===== src/rtl/pipeline_ctrl_if.sv =====
// Control bundle between the MIPS datapath and its pipeline sequencer.
// No storage. Pure wiring, so it adds no latency.
// The datapath drives the hazard and memory inputs, and the sequencer returns the stage enables.
interface pipeline_ctrl_if;
    logic [31:0] id_instr;
    logic [5:0]  ex_op;
    logic [4:0]  ex_rt;
    logic        ex_taken;
    logic        mem_req;
    logic        mem_ready;
    logic        halt_req;
    logic        step;
    logic        pc_we;
    logic        ifid_we;
    logic        ifid_flush;
    logic        idex_we;
    logic        idex_bubble;
    logic        exmem_we;
    logic        memwb_we;

    // Datapath side: presents pipeline status and consumes the stage controls.
    modport master (
        output id_instr, ex_op, ex_rt, ex_taken, mem_req, mem_ready, halt_req, step,
        input  pc_we, ifid_we, ifid_flush, idex_we, idex_bubble, exmem_we, memwb_we
    );

    // Sequencer side.
    modport slave (
        input  id_instr, ex_op, ex_rt, ex_taken, mem_req, mem_ready, halt_req, step,
        output pc_we, ifid_we, ifid_flush, idex_we, idex_bubble, exmem_we, memwb_we
    );
endinterface


===== src/rtl/pipeline_ctrl.sv =====
// Pipeline sequencer: stage enables, load-use stall, branch flush, memory freeze, debug halt/step.
// Stage controls are combinational from state and inputs; state and counters update one cycle later.
// A pending data access (mem_req without mem_ready) freezes every stage until the memory completes.
module pipeline_ctrl #(
    parameter int CW           = 16,
    parameter bit START_HALTED = 1'b0
) (
    input  logic             clk,
    input  logic             rst_n,
    pipeline_ctrl_if.slave   pif,
    output logic [1:0]       state,
    output logic [CW-1:0]    lu_cnt,
    output logic [CW-1:0]    fl_cnt,
    output logic [CW-1:0]    fz_cnt
);
    typedef enum logic [1:0] {
        ST_RUN      = 2'd0,
        ST_MEM_WAIT = 2'd1,
        ST_HALT     = 2'd2
    } state_t;

    localparam logic [5:0] OP_R   = 6'b000000;
    localparam logic [5:0] OP_LW  = 6'b100011;
    localparam logic [5:0] OP_SW  = 6'b101011;
    localparam logic [5:0] OP_BEQ = 6'b000100;
    localparam logic [5:0] OP_BNE = 6'b000101;

    localparam logic [CW-1:0] CNT_ONE = {{(CW-1){1'b0}}, 1'b1};
    localparam logic [CW-1:0] CNT_MAX = {CW{1'b1}};

    state_t cur_st;
    state_t nxt_st;
    logic   advance;
    logic   mem_block;
    logic   lu_hit;
    logic   rt_is_src;
    logic   unused_imm;

    logic [5:0] id_op;
    logic [4:0] id_rs;
    logic [4:0] id_rt;

    assign id_op      = pif.id_instr[31:26];
    assign id_rs      = pif.id_instr[25:21];
    assign id_rt      = pif.id_instr[20:16];
    assign unused_imm = ^pif.id_instr[15:0];
    assign state      = cur_st;

    // Load-use detection: a load in EX whose destination is read by the instruction in ID.
    // Only R-type, stores and branches read rt; for immediates rt is the destination.
    always_comb begin
        rt_is_src = (id_op == OP_R) || (id_op == OP_SW) ||
                    (id_op == OP_BEQ) || (id_op == OP_BNE);
        lu_hit    = (pif.ex_op == OP_LW) && (pif.ex_rt != 5'd0) &&
                    ((pif.ex_rt == id_rs) || ((pif.ex_rt == id_rt) && rt_is_src));
    end

    // Next-state and cycle class. "Stalled" for the halt check means frozen on memory.
    always_comb begin
        nxt_st    = cur_st;
        advance   = 1'b0;
        mem_block = pif.mem_req && !pif.mem_ready;
        case (cur_st)
            ST_RUN: begin
                if (mem_block) begin
                    nxt_st = ST_MEM_WAIT;
                end else begin
                    advance = 1'b1;
                    if (pif.halt_req) nxt_st = ST_HALT;
                end
            end
            ST_MEM_WAIT: begin
                if (pif.mem_ready) begin
                    advance = 1'b1;
                    nxt_st  = pif.halt_req ? ST_HALT : ST_RUN;
                end
            end
            ST_HALT: begin
                if (pif.step) begin
                    if (mem_block) nxt_st  = ST_MEM_WAIT;
                    else           advance = 1'b1;
                end else if (!pif.halt_req) begin
                    nxt_st = ST_RUN;
                end
            end
            default: nxt_st = ST_RUN;
        endcase
    end

    // Stage controls: everything off in reset or freeze; taken branch outranks load-use.
    always_comb begin
        pif.pc_we       = 1'b0;
        pif.ifid_we     = 1'b0;
        pif.ifid_flush  = 1'b0;
        pif.idex_we     = 1'b0;
        pif.idex_bubble = 1'b0;
        pif.exmem_we    = 1'b0;
        pif.memwb_we    = 1'b0;
        if (rst_n && advance) begin
            pif.pc_we    = 1'b1;
            pif.ifid_we  = 1'b1;
            pif.idex_we  = 1'b1;
            pif.exmem_we = 1'b1;
            pif.memwb_we = 1'b1;
            if (pif.ex_taken) begin
                pif.ifid_flush  = 1'b1;
                pif.idex_bubble = 1'b1;
            end else if (lu_hit) begin
                pif.pc_we       = 1'b0;
                pif.ifid_we     = 1'b0;
                pif.idex_bubble = 1'b1;
            end
        end
    end

    // State register and saturating event counters; reset drops any stall in progress.
    always_ff @(posedge clk) begin
        if (!rst_n) begin
            cur_st <= START_HALTED ? ST_HALT : ST_RUN;
            lu_cnt <= '0;
            fl_cnt <= '0;
            fz_cnt <= '0;
        end else begin
            cur_st <= nxt_st;
            if (advance && pif.ex_taken) begin
                if (fl_cnt != CNT_MAX) fl_cnt <= fl_cnt + CNT_ONE;
            end else if (advance && lu_hit) begin
                if (lu_cnt != CNT_MAX) lu_cnt <= lu_cnt + CNT_ONE;
            end
            if (!advance && fz_cnt != CNT_MAX) fz_cnt <= fz_cnt + CNT_ONE;
        end
    end
endmodule


===== src/flat_wrapper.sv =====
// flat-port wrapper written by rule: the top's interface ports become plain ports
module pipeline_ctrl_flat 
#(
    parameter int CW           = 16,
    parameter bit START_HALTED = 1'b0
)
  (clk, rst_n, state, lu_cnt, fl_cnt, fz_cnt, pif_id_instr, pif_ex_op, pif_ex_rt, pif_ex_taken, pif_mem_req, pif_mem_ready, pif_halt_req, pif_step, pif_pc_we, pif_ifid_we, pif_ifid_flush, pif_idex_we, pif_idex_bubble, pif_exmem_we, pif_memwb_we);
  pipeline_ctrl_if pif_i ();
  input  logic clk;
  input  logic rst_n;
  output logic [1:0] state;
  output logic [CW-1:0] lu_cnt;
  output logic [CW-1:0] fl_cnt;
  output logic [CW-1:0] fz_cnt;
  input wire logic [$bits(pif_i.id_instr)-1:0] pif_id_instr;
  input wire logic [$bits(pif_i.ex_op)-1:0] pif_ex_op;
  input wire logic [$bits(pif_i.ex_rt)-1:0] pif_ex_rt;
  input wire logic [$bits(pif_i.ex_taken)-1:0] pif_ex_taken;
  input wire logic [$bits(pif_i.mem_req)-1:0] pif_mem_req;
  input wire logic [$bits(pif_i.mem_ready)-1:0] pif_mem_ready;
  input wire logic [$bits(pif_i.halt_req)-1:0] pif_halt_req;
  input wire logic [$bits(pif_i.step)-1:0] pif_step;
  output wire logic [$bits(pif_i.pc_we)-1:0] pif_pc_we;
  output wire logic [$bits(pif_i.ifid_we)-1:0] pif_ifid_we;
  output wire logic [$bits(pif_i.ifid_flush)-1:0] pif_ifid_flush;
  output wire logic [$bits(pif_i.idex_we)-1:0] pif_idex_we;
  output wire logic [$bits(pif_i.idex_bubble)-1:0] pif_idex_bubble;
  output wire logic [$bits(pif_i.exmem_we)-1:0] pif_exmem_we;
  output wire logic [$bits(pif_i.memwb_we)-1:0] pif_memwb_we;
  assign pif_i.id_instr = pif_id_instr;
  assign pif_i.ex_op = pif_ex_op;
  assign pif_i.ex_rt = pif_ex_rt;
  assign pif_i.ex_taken = pif_ex_taken;
  assign pif_i.mem_req = pif_mem_req;
  assign pif_i.mem_ready = pif_mem_ready;
  assign pif_i.halt_req = pif_halt_req;
  assign pif_i.step = pif_step;
  assign pif_pc_we = pif_i.pc_we;
  assign pif_ifid_we = pif_i.ifid_we;
  assign pif_ifid_flush = pif_i.ifid_flush;
  assign pif_idex_we = pif_i.idex_we;
  assign pif_idex_bubble = pif_i.idex_bubble;
  assign pif_exmem_we = pif_i.exmem_we;
  assign pif_memwb_we = pif_i.memwb_we;
  pipeline_ctrl #(.CW(CW), .START_HALTED(START_HALTED)) u_core (.clk(clk), .rst_n(rst_n), .pif(pif_i), .state(state), .lu_cnt(lu_cnt), .fl_cnt(fl_cnt), .fz_cnt(fz_cnt));
endmodule

===== config.mk =====
export PLATFORM = sky130hd
export DESIGN_NAME = pipeline_ctrl_flat
export DESIGN_NICKNAME = d
export VERILOG_FILES = /design/src/rtl/pipeline_ctrl_if.sv /design/src/rtl/pipeline_ctrl.sv /design/src/flat_wrapper.sv
export SDC_FILE = /design/constraint.sdc
export NUM_CORES = 1
export LEC_CHECK = 0
export BUFFER_PORTS_ARGS = -buffer_cell sky130_fd_sc_hd__buf_2
export CAP_MARGIN = 20
export CELL_PAD_IN_SITES_DETAIL_PLACEMENT = 1
export CELL_PAD_IN_SITES_GLOBAL_PLACEMENT = 2
export CORE_UTILIZATION = 27
export CTS_CLUSTER_SIZE = 25
export DETAILED_ROUTE_END_ITERATION = 8
export GPL_TIMING_DRIVEN = 0
export MAX_ROUTING_LAYER = met4
export PLACE_DENSITY = 0.79
export SYNTH_ARGS = -nofsm -noshare
export SYNTH_HDL_FRONTEND = slang
export SYNTH_SLANG_ARGS = --single-unit
export TNS_END_PERCENT = 10

===== constraint.sdc =====
create_clock -name clk -period 2.4 [get_ports clk]
set_input_delay 0.24 -clock clk [delete_from_list [all_inputs] [get_ports clk]]
set_output_delay 0.24 -clock clk [all_outputs]
set_load 0.005 [all_outputs]

==> out/metrics.cfg, run 1 <==
[pwr]
p_int_mw = 1.24
power_density_nw_per_um2 = 494
p_seq_share_pct = 51.7
comb_power_share_pct = 11.1
leakage_nw = 1.39
p_switching_mw = 0.418
p_sw_share_pct = 25.2
ir_drop_v = 0.000237
power.share.clock_pct = 37.1

[final_layout]
stdcell_count = 542
n_fill_cell = 1152
drive_above_1_share_pct = 28.6
multi_input_area_um2 = 1530
antenna_cells = 0
syn2layout_area_growth_pct = 27.7
register_area_um2 = 1000
final_nets = 465
layout_common_cells = 93 x buf_2, 50 x dfxtp_1, 39 x nor2_1
final_common_cell = buf_2

[logic_synthesis]
syn_nets = 368
synth_area_um2 = 2630
ys_seq_area_share_pct = 38.1
syn_avg_cell_area_um2 = 8.35
ys_seq_elements = 50
syn_inst = 315
yosys_warnings = 0
synth_cell_type_count = 41

[worst_setup_path]
path_depth = 7
critPathBufInv = 0
reg2reg_from = u_core.fl_cnt[0]
crit_start = u_core.fl_cnt[0]
path_cells = ha_1, and2_1, and3_1, a211oi_2, nand4_1, xor2_1, nor2_1
rrSetupSlack_ps = 180
r2r_end = u_core.fl_cnt[8]
critPathRequiredTime_ps = 2590
critPathCaptureType = flip-flop
critPathCapture = u_core.fl_cnt[8]
worstPathMaxFanout = 9
path_class = flip-flop to flip-flop
rr_worst_depth = 7
critPathLaunchType = flip-flop
cpLargestDelayFamily = simple AND/OR/NAND/NOR gates
slowest_delay_ps = 620
cpMaxStageDelayCell = a211oi_2
critPathArrivalTime_ps = 2420

[sta]
rsz0062_at_grt = false
worst_pin_slew_ps = 689
setup_tns_ps = 0
skew_ps = 12.6
finalCritPeriodShare_pct = 92.6
final-hold-violation-count = 0
fin_crit_ps = 2220
slew_headroom_pct = 54.0
slew_violations = 0
max_freq_mhz = 450
finalSetupViolCount = 0

[place]
io_buffer_count = 90
dp_hpwl_um = 6140
gp_congestion = 0.767
dpl.cell_count = 534

[routing]
wl_per_cell_um = 14.4
finalWirelength_um = 7790
first_pass_iters = 4
drc = 0
ant_nets = 0
vias = 2672
routed_via_density = 4.93
drt-initial-drc-count = 36

[grt]
grt_first_pass_wirelength_um = 12500
track_usage_pct = 16.1
grt_overflow = 0
antenna_found_initial = 0
grt_max_degree = 17
grt_pass1_vias = 2589

[clock_tree]
cts_tree = built
clkLatencyLatePin_ps = 310
postCtsHoldBufs = 0
cts_resized = 0
cts.reportedPaths.clkPinSlew_ps = 100
cts.htree.levels = 2
cts_sinks = 50
clockBufferDepth = 2
postCtsSetupBuffers = 0
cts_root_buffer = clkbuf_8
cts_buffers = 5

[run_status]
outcome = complete, no violations

[min_path]
hold_class = primary input to flip-flop

[floorplan]
die_w_um = 101
core_um2 = 9330
die_area_um2 = 10100
num_rows = 35
die_y_um = 101
ioPinCount = 107
start_util_pct = 28.2

[run]
cap_violations = 0

-- stage by stage --
step | util [%] | cell area (um2) | power [mW] | hold WS (ps) | worst slack (ps)
after floorplan | - | 2630 | 0.979 | 379 | 466
after global placement | 34.8 | 3240 | 1.06 | 484 | 159
after detailed placement | 34.8 | 3240 | 1.07 | 486 | 96.6
after CTS | 36.0 | 3350 | 1.70 | 223 | 77.1
after global routing | 36.0 | 3360 | 1.75 | 252 | 56.8
final | 36.0 | 3360 | 1.66 | 226 | 178
-- worst min-delay path: cells and delay by family --
kind,cells,cell delay [ps]
buffers and inverters,1,120
and+or+nand+nor,1,70
AOI/OAI and AO/OA,1,60
-- routing by layer --
layer  wire length [um]  GRT usage (%)  vias up
met5                  0              -        -
met4                 93           4.24        0
met3                333           2.77        9
li1                   -              -     1317
met1               3530           19.3     1290
met2               3840           27.8       56
-- cells by family after synthesis --
group / synth area share (%)
DFF: 38.1
adders and majority gates: 1.43
muxes: 1.90
buffers and inverters: 3.85
xor gates and xnor gates: 11.7
and+or+nand+nor: 29.4
AOI/OAI and AO/OA: 13.7
-- power groups by stage --
stage	sequential (mW)	combinational, mW	clock (mW)
after floorplan	0.876	0.103	0
after global placement	0.878	0.184	0
after detailed placement	0.878	0.189	0
after CTS	0.859	0.190	0.647
after global routing	0.861	0.206	0.678
final	0.859	0.185	0.617
-- cell usage after synthesis --
cell type	n	share of area (%)
a2111oi_2	1	0.57
a211oi_1	2	0.57
a211oi_2	1	0.48
a21oi_1	24	4.6
a41oi_1	1	0.33
and2_0	1	0.24
and2_1	3	0.71
and3_1	8	1.9
and4_1	5	1.7
buf_2	3	0.57
buf_4	4	1.1
buf_6	1	0.43
clkbuf_1	4	0.57
dfxtp_1	50	38
ha_1	3	1.4
inv_1	7	1.0
inv_2	1	0.14
mux2i_1	5	1.9
nand2_1	21	3.0
nand2b_1	5	1.2
nand3_1	19	3.6
nand4_1	12	2.9
nor2_1	39	5.6
nor2b_1	1	0.24
nor2b_2	1	0.33
nor3_1	6	1.1
nor4_1	2	0.48
nor4_2	1	0.48
nor4b_2	1	0.57
o2111ai_1	1	0.33
o211ai_2	1	0.48
o21a_4	1	0.57
o21ai_0	13	2.5
o21ai_2	2	0.67
o21bai_2	1	0.43
o22ai_1	1	0.24
o31ai_1	7	2.0
or3_1	12	2.9
or4_1	9	2.6
xnor2_1	13	4.3
xor2_1	22	7.3
-- flip-flops by register name, summed over array words and instances (netlist names) --
register and cells:
u_core.fl_cnt 16, u_core.fz_cnt 16, u_core.lu_cnt 16, u_core.state 2
-- how the worst min path moves through the flow --
stage,startpoint,endpoint,slack (ps),cells past startpoint
after floorplan,rst_n,u_core.fz_cnt[15],380,2
after global placement,u_core.fz_cnt[15],u_core.fz_cnt[15],480,2
after detailed placement,u_core.lu_cnt[5],u_core.lu_cnt[5],490,2
after CTS,rst_n,u_core.fz_cnt[15],220,3
after global routing,rst_n,u_core.fz_cnt[15],250,3
final,rst_n,u_core.fz_cnt[15],230,3
-- final cells by class --
| class | instances | area share, % |
|---|---|---|
| plain buffers | 12 | 2.12 |
| clock inverters | 3 | 1.30 |
| clock buffers | 5 | 2.05 |
| well taps | 129 | 4.80 |
| flip-flops and latches | 50 | 29.8 |
| inverters | 8 | 0.894 |
| repair buffers | 90 | 13.4 |
| multi-input cells | 245 | 45.6 |
No activity file was read; power rests on OpenSTA's default activity.
==> run 2, diff against run 1 <==
CORE_MARGIN = 2   (was default)
clock period = 2.5 ns   (was 2.4 ns; I/O delays follow)
==> run 2 against run 1 <==
  * Register-to-register slack improved by 120 ps
  * Worst setup slack improved by 120 ps
  * Clock skew grew 1.8 ps
  * Combinational power shrank 3%
  * Sequential power shrank 4.2%
  * Wire length grew 2.9%
  * Highest routed layer unchanged
==> out/metrics.cfg, run 2 (synthesis gave the netlist of run 1 again) <==
[run_status]
outcome = complete, no violations

[routing]
first_pass_iters = 4  ; unchanged
finalWirelength_um = 8020  ; +2.9%
ant_nets = 0  ; unchanged
drt-initial-drc-count = 37  ; +2.8%
drc = 0  ; unchanged
routed_via_density = 4.82  ; -2.1%
vias = 2634  ; -1.4%
wl_per_cell_um = 14.7  ; +2.2%

[final_layout]
antenna_cells = 0  ; unchanged
final_nets = 465  ; unchanged
top_regs = u_core.fl_cnt x16, u_core.fz_cnt x16, u_core.lu_cnt x16
final_common_cell = buf_2
layout_common_cells = 93 x buf_2, 50 x dfxtp_1, 39 x nor2_1
utilization_pct = 35.0  ; -1.0 points
drive_above_1_share_pct = 28.6  ; unchanged
syn2layout_area_growth_pct = 27.6  ; about the same
stdcell_count = 546  ; +0.74%

[worst_setup_path]
critPathRequiredTime_ps = 2680  ; +90 ps
critPathCaptureType = flip-flop
worstPathMaxFanout = 10  ; +1
path_class = flip-flop to flip-flop
critPathArrivalTime_ps = 2380  ; -40 ps
critPathLaunchType = flip-flop

[sta]
slew_headroom_pct = 52.6  ; -1.4 points
rsz0062_at_grt = false
skew_ps = 14.5  ; +1.83 ps
layout_setup_ws_ps = 300  ; +122 ps
slew_violations = 0  ; unchanged
finalCritPeriodShare_pct = 88.0  ; -4.6 points
finalSetupViolCount = 0  ; unchanged
final-hold-violation-count = 0  ; unchanged
max_freq_mhz = 454  ; +0.99%
fin_crit_ps = 2200  ; -21.9 ps
worst_pin_slew_ps = 709  ; +20.3 ps
setup_tns_ps = 0  ; unchanged

[grt]
grt_overflow = 0  ; unchanged
antenna_found_initial = 0  ; unchanged
grt_max_degree = 16  ; -1
track_usage_pct = 15.9  ; -0.13 points
grt_first_pass_wirelength_um = 12900  ; +3.4%
grt_pass1_vias = 2647  ; +2.2%

[place]
dpl.cell_count = 538  ; +0.75%
io_buffer_count = 90  ; unchanged
pre_cts_slack_ps = 175  ; +78.5 ps
dp_hpwl_um = 6250  ; +1.9%
gp_congestion = 0.774  ; +0.81%

[clock_tree]
postCtsSetupBuffers = 0  ; unchanged
cts_buffers = 5  ; unchanged
cts.reportedPaths.clkPinSlew_ps = 100  ; about the same
cts_resized = 0  ; unchanged
postCtsHoldBufs = 0  ; unchanged
clkLatencyLatePin_ps = 310  ; about the same
cts.htree.levels = 2  ; unchanged
cts_root_buffer = clkbuf_8
cts_tree = built
clockBufferDepth = 2  ; unchanged
cts_sinks = 50  ; unchanged

[pwr]
p_switching_mw = 0.403  ; -3.6%
leakage_nw = 1.38  ; -0.29%
p_int_mw = 1.15  ; -7.7%
power.share.clock_pct = 35.3  ; -1.8 points
power_density_nw_per_um2 = 462  ; -6.6%
comb_power_share_pct = 11.6  ; +0.5 points
ir_drop_v = 0.000263  ; +11%
p_sw_share_pct = 26.0  ; +0.82 points
p_seq_share_pct = 53.1  ; +1.4 points

[min_path]
hold_class = primary input to flip-flop

[floorplan]
die_area_um2 = 10500  ; +4.0%
start_util_pct = 27.4  ; -0.78 points
num_rows = 36  ; +2.9%
ioPinCount = 107  ; unchanged
core_um2 = 9590  ; +2.9%
die_w_um = 103  ; +2.0%
die_y_um = 103  ; +2.0%

[run]
cap_violations = 0  ; unchanged

[run 2: changes by cell type in the layout (fill, tap and decap cells not counted), sizes merged]
cell    change
inv         -1
bufinv      -1
clkbuf      +2
[run 2: power groups by stage]
stage / registers [mW] / logic, mW / clock network (mW)
global route: 0.827 / 0.203 / 0.596
detailed placement: 0.842 / 0.183 / 0
global placement: 0.842 / 0.179 / 0
CTS: 0.824 / 0.184 / 0.560
finish: 0.823 / 0.180 / 0.546
floorplan: 0.841 / 0.0987 / 0
[run 2: final timing paths]
check                        start                end  cells after the start  slack, ps
setup reg to reg  u_core.lu_cnt[0]  u_core.lu_cnt[14]                      9        300
hold reg to reg   u_core.lu_cnt[5]   u_core.lu_cnt[5]                      2        520
hold / removal               rst_n  u_core.fz_cnt[15]                      3        260
setup / recovery  u_core.lu_cnt[0]  u_core.lu_cnt[14]                      9        300
[run 2: routing by layer]
metal	routed length (um)	vias to the layer above	global-route usage, %
met2	3860	50	26.9
met3	388	11	3.73
met5	0	-	-
li1	-	1314	-
met1	3650	1259	19.1
met4	119	0	4.21
[run 2: cell type report]
class	instances	area, um2
plain buffers	12	71.3
clock inverters	1	8.76
clock buffers	7	96.3
flip-flops and latches	50	1000
fillers	1202	6240
well taps	133	166
repair buffers	90	450
inverters	8	30.0
multi-input cells	245	1530
[run 2: critical path, stage by stage, from the launching register on]
cell and delay (ps):
dfxtp_1 370, ha_1 300, nand3_1 130, nor3_2 60, a2111oi_2 340, o21ai_2 130, buf_2 220, buf_4 200
o31ai_1 220, a21oi_1 100
[run 2: per-stage QoR]
stage	hold WS [ps]	area, um2	power [mW]
floorplan	389	2630	0.939
global placement	487	3250	1.02
detailed placement	498	3250	1.03
CTS	253	3350	1.57
global route	263	3360	1.63
finish	257	3360	1.55
